$ cat src/rtl/timer_ctrl_multi.sv
// Multi-channel timer control: TCSR flags, interrupts, counter clear, TMO pins,
// ADC trigger and registered clock-select for NUM_CH 8-bit timer channels.
module timer_ctrl_multi #(
  parameter int unsigned NUM_CH               = 2,
  parameter int unsigned BIT_WIDTH            = 8,
  parameter int unsigned CLK_SELECT_BIT_WIDTH = 3
) (
  input  logic                                   clk,
  input  logic                                   rst,
  input  logic [NUM_CH*BIT_WIDTH-1:0]            tcr,
  input  logic [NUM_CH*BIT_WIDTH-1:0]            tccr,
  input  logic [NUM_CH-1:0]                      tcsr_we,
  input  logic [BIT_WIDTH-1:0]                   tcsr_wdata,
  output logic [NUM_CH*BIT_WIDTH-1:0]            tcsr_rdata,
  input  logic [NUM_CH-1:0]                      cmp_a,
  input  logic [NUM_CH-1:0]                      cmp_b,
  input  logic [NUM_CH-1:0]                      ovf,
  input  logic [NUM_CH-1:0]                      tmri,
  output logic [NUM_CH-1:0]                      counter_clear,
  output logic [NUM_CH-1:0]                      cmia,
  output logic [NUM_CH-1:0]                      cmib,
  output logic [NUM_CH-1:0]                      ovi,
  output logic [NUM_CH-1:0]                      tmo,
  output logic                                   adc_request,
  output logic [NUM_CH*CLK_SELECT_BIT_WIDTH-1:0] clock_select
);

  localparam int unsigned SYNC_W = 3;

  // ADTE exists only on channel 0, so it lives outside the per-channel block
  logic adte_q;
  logic adc_q;

  always_ff @(posedge clk) begin
    if (rst) begin
      adte_q <= 1'b0;
      adc_q  <= 1'b0;
    end else begin
      if (tcsr_we[0]) adte_q <= tcsr_wdata[4];
      adc_q <= cmp_a[0] & adte_q;
    end
  end

  assign adc_request = adc_q;

  for (genvar i = 0; i < NUM_CH; i++) begin : g_ch
    logic [BIT_WIDTH-1:0]            tcr_i;
    logic [BIT_WIDTH-1:0]            tccr_i;
    logic                            cmfa_q, cmfb_q, ovf_q;
    logic [1:0]                      osa_q, osb_q;
    logic                            tmo_q, tmo_nxt;
    logic                            clr_q, clr_nxt;
    logic [SYNC_W-1:0]               sync_q;
    logic [CLK_SELECT_BIT_WIDTH-1:0] cks_q;
    logic [1:0]                      os_sel;
    logic                            os_hit;
    logic                            s2, s3;
    logic                            adte_bit;
    logic                            unused_tccr_bits;

    assign tcr_i            = tcr[i*BIT_WIDTH +: BIT_WIDTH];
    assign tccr_i           = tccr[i*BIT_WIDTH +: BIT_WIDTH];
    assign unused_tccr_bits = ^{tccr_i[7:4], tccr_i[2:0]};
    assign s2               = sync_q[1];
    assign s3               = sync_q[2];
    assign adte_bit         = (i == 0) ? adte_q : 1'b0;

    // OSB takes precedence when both compares hit in the same cycle
    always_comb begin
      os_sel  = osa_q;
      os_hit  = cmp_a[i];
      tmo_nxt = tmo_q;
      if (cmp_b[i]) begin
        os_sel = osb_q;
        os_hit = 1'b1;
      end
      if (os_hit) begin
        case (os_sel)
          2'b01:   tmo_nxt = 1'b0;
          2'b10:   tmo_nxt = 1'b1;
          2'b11:   tmo_nxt = ~tmo_q;
          default: tmo_nxt = tmo_q;
        endcase
      end
    end

    // TMRIS selects level (s2) or rising-edge (s2 & ~s3) clearing
    always_comb begin
      clr_nxt = 1'b0;
      case (tcr_i[4:3])
        2'b01:   clr_nxt = cmp_a[i];
        2'b10:   clr_nxt = cmp_b[i];
        2'b11:   clr_nxt = tccr_i[3] ? s2 : (s2 & ~s3);
        default: clr_nxt = 1'b0;
      endcase
    end

    always_ff @(posedge clk) begin
      if (rst) begin
        cmfa_q <= 1'b0;
        cmfb_q <= 1'b0;
        ovf_q  <= 1'b0;
        osa_q  <= 2'b00;
        osb_q  <= 2'b00;
        tmo_q  <= 1'b0;
        clr_q  <= 1'b0;
        sync_q <= '0;
        cks_q  <= '0;
      end else begin
        // writing 0 clears a flag, but a same-cycle event keeps it set
        cmfa_q <= cmp_a[i] | (cmfa_q & ~(tcsr_we[i] & ~tcsr_wdata[6]));
        cmfb_q <= cmp_b[i] | (cmfb_q & ~(tcsr_we[i] & ~tcsr_wdata[7]));
        ovf_q  <= ovf[i]   | (ovf_q  & ~(tcsr_we[i] & ~tcsr_wdata[5]));
        if (tcsr_we[i]) begin
          osa_q <= tcsr_wdata[1:0];
          osb_q <= tcsr_wdata[3:2];
        end
        tmo_q  <= tmo_nxt;
        clr_q  <= clr_nxt;
        sync_q <= {sync_q[SYNC_W-2:0], tmri[i]};
        cks_q  <= tcr_i[CLK_SELECT_BIT_WIDTH-1:0];
      end
    end

    assign tcsr_rdata[i*BIT_WIDTH +: BIT_WIDTH] =
      {cmfb_q, cmfa_q, ovf_q, adte_bit, osb_q, osa_q};
    assign cmia[i]          = cmfa_q & tcr_i[6];
    assign cmib[i]          = cmfb_q & tcr_i[7];
    assign ovi[i]           = ovf_q  & tcr_i[5];
    assign tmo[i]           = tmo_q;
    assign counter_clear[i] = clr_q;
    assign clock_select[i*CLK_SELECT_BIT_WIDTH +: CLK_SELECT_BIT_WIDTH] = cks_q;
  end

endmodule

$ cat config.mk
export PLATFORM = sky130hd
export DESIGN_NAME = timer_ctrl_multi
export DESIGN_NICKNAME = d
export VERILOG_FILES = /design/src/rtl/timer_ctrl_multi.sv
export SDC_FILE = /design/constraint.sdc
export NUM_CORES = 1
export LEC_CHECK = 0
export ABC_AREA = 1
export BUFFER_PORTS_ARGS = -buffer_cell sky130_fd_sc_hd__buf_2
export CAP_MARGIN = 20
export CORE_MARGIN = 5
export CORE_UTILIZATION = 41
export DETAILED_ROUTE_END_ITERATION = 12
export PLACE_DENSITY = 0.86
export SLEW_MARGIN = 20
export SYNTH_ARGS = -nofsm -noshare
export SYNTH_HDL_FRONTEND = slang
export SYNTH_SLANG_ARGS = --single-unit
$ cat constraint.sdc
create_clock -name clk -period 0.85 [get_ports clk]
set_input_delay 0.17 -clock clk [delete_from_list [all_inputs] [get_ports clk]]
set_output_delay 0.17 -clock clk [all_outputs]
set_load 0.02 [all_outputs]
==> reports/metrics.csv <==
metric;value;unit
outcome;complete, but fails checks;
Final Util;65.6;%
setup tns final;-4.30;ns
first-pass GRT wire length;5120;microns
vias;1256;
post-synth top area share;50.5;%
layout cells sized above 1;52.2;%
Worst EP required;0.68;ns
Worst Clk Skew;0.0146;ns
Yosys warnings;0;
Fmax achieved;935;MHz
worst r2r src;g_ch[0].osb_q[1];
CTS clk-pin slew, worst paths;0.10;ns
Seq/Total Area, Yosys;50.5;%
row cnt;20;
hold path start;tcr[2];
GRT Residual Overflow;0;
element type at the critical path end;output port;
violated checks;setup timing;
CP Max Fanout;3;
P per Cell Area;1670;nW/um^2
drt drc;0;
Final HPWL DP;2300;microns
Sequential Power Share;50.8;%
Reg2Reg Setup Slack;0;ns
final WL;3260;microns
synth unique cells;15;
initial antenna violation count;0;
arrival time at the worst endpoint;0.90;ns
largest cells by area after synthesis;dfxtp_1, inv_1, nor2_1;
R2R depth;5;
worst setup path category;flop to output port;
placed inst area;1590;sq um
GP Congestion;0.711;
Post-Layout Inst Area;1970;sq um
Root Driver;clkbuf_4;
I/O pin count;85;
detail-routed via count per cell;4.52;
startpoint types;flop;
port bufs;69;
die area;4310;sq um
Worst Hold Depth;3;
wire per inst;11.7;microns
number of synthesized register bits;32;
Tmin final;1.07;ns
fin crit share;126;%
H-Tree Depth;2;
P_int;2.37;mW
syn_nets;219;
max-slew violation count;0;
Synth Area per Inst;7.60;sq um
Max-cap violations;0;
Worst-Skew Late Latency;0.33;ns
Post-Syn Area;1270;sq um
Leak;1.05;nW
Switching Fraction;27.8;%
Clock Power Share;27.8;%
core footprint;3000;sq um
P_sw;0.911;mW
Total Routing Usage GR;15.9;%
drt first-iter violations;57;
final setup fails;32;
Final nets;296;
Hold Crit Endpoint;g_ch[0].cks_q[2];
Starting Density;42.3;%
Pre-antenna DRT Iters;5;
maximum root-to-sink buffer count;2;
RSZ-0062 raised after global routing;true;
worst setup margin;-0.219;ns
Filler Cells Inserted;264;
Final Hold Fails;0;
Pwr Total;3.28;mW
antenna-violating nets left;0;
CTS tree;done;
diode count;0;
Layout area overhead;55.2;%
Gate Count Post-Synth;167;
combinational share of power;21.4;%
Max IR drop VDD;1.01;mV
Hold Crit Class;input port to flop;
Worst R2R End;g_ch[0].tmo_q;
CTS Hold Bufs;0;
largest net degree at the start of global routing;12;
CTS sink cnt;32;
Worst Hold Margin;0.0223;ns
vias in the first global route;1195;
die height;65.6;microns
Synth area leader;dfxtp_1;
chip width;65.6;microns
CTS Buf Count;5;
-- worst max path at each step --
stage / to / slack (ns) / from
floorplan: g_ch[1].tmo_q / 0.02 / g_ch[1].osa_q[0]
global placement: g_ch[0].tmo_q / 0.04 / cmp_b[0]
detailed placement: g_ch[0].tmo_q / 0.02 / cmp_b[0]
CTS: cmib[0] / -0.23 / g_ch[0].cmfb_q
global route: cmib[0] / -0.27 / g_ch[0].cmfb_q
finish: cmib[0] / -0.22 / g_ch[0].cmfb_q
-- final cells by class --
cell class                 count  area, sq um  share of cell area, %
clock buffer                   7         55.1                   2.80
clock inverter                 1         7.51                  0.381
inverter                      32          120                   6.10
multi-input combinational     88          404                   20.5
sequential                    32          673                   34.2
tap                           33         41.3                   2.10
timing repair buffer          85          668                   33.9
-- metal layers --
layer  track usage (%)  vias up  part of all wire, %
li1                  -      647                    -
met1              16.6      556                   38
met2              28.5       45                   52
met3              5.30        8                  7.4
met4              6.99        0                  1.9
met5                 0        -                    0
-- logic make-up (layout without fill, tap and decap cells) --
logic type             Yosys count  count (layout)  share of synthesized area [%]
buffers and inverters           47             125                           18.7
AND/OR/NAND/NOR                 55              55                           16.8
flip-flops                      32              32                           50.5
other                            1               1                          0.296
AO/OA/AOI/OAI                   32              32                           13.7
-- registers in the layout, indices dropped and copies added, names as in the netlist --
register	count
adc_request	1
adte_q	1
g_ch.cks_q	6
g_ch.clr_q	2
g_ch.cmfa_q	2
g_ch.cmfb_q	2
g_ch.osa_q	4
g_ch.osb_q	4
g_ch.ovf_q	2
g_ch.sync_q	6
g_ch.tmo_q	2
-- power groups by stage --
stage | combinational [mW] | sequential [mW] | clock, mW
floorplan | 0.288 | 1.72 | 0
global placement | 0.516 | 1.67 | 0
detailed placement | 0.524 | 1.67 | 0
CTS | 0.681 | 1.66 | 0.942
global route | 0.764 | 1.68 | 1.04
finish | 0.701 | 1.67 | 0.913
-- critical path, stage by stage (launching register included) --
cell and delay, ns:
dfxtp_2 0.37, nand2_2 0.05, inv_2 0.05, buf_6 0.10
-- timing repair --
action,in CTS,in global routing
gates resized for setup,85,14
gates cloned,0,0
buffers inserted,10,1
endpoints found under the setup margin,32,35
hold endpoints to repair,0,0
pin swaps,0,1
-- synth_stat cells --
cell type,instances
buf_6,2
a21oi_2,1
buf_2,1
nand3_1,4
buf_4,12
dfxtp_1,32
a21oi_1,12
inv_1,32
nor3_1,1
o21ai_0,15
o21bai_1,2
nand2_1,18
nor2_1,32
a21boi_0,2
conb_1,1
-- cell usage in the layout, fill, tap and decap left out --
cell / instances
nand3_1: 4
buf_2: 38
buf_12: 1
clkbuf_1: 1
o21bai_1: 2
buf_6: 30
dfxtp_1: 6
inv_1: 28
clkbuf_8: 1
nor3_1: 1
clkinvlp_4: 1
nand2_2: 4
a21oi_2: 2
o21ai_1: 1
a21oi_1: 11
inv_2: 4
buf_4: 16
o21ai_0: 14
nor2_1: 32
a21boi_1: 2
dfxtp_2: 26
nand2_1: 14
conb_1: 1
clkbuf_4: 5
-- stage by stage --
stage / instances / worst slack (ns)
after floorplan: 167 / 0.0197
after global placement: 259 / 0.0420
after detailed placement: 259 / 0.0223
after CTS: 277 / -0.232
after global routing: 278 / -0.271
final: 278 / -0.219
Note: power is estimated with default switching activity, not from simulation.
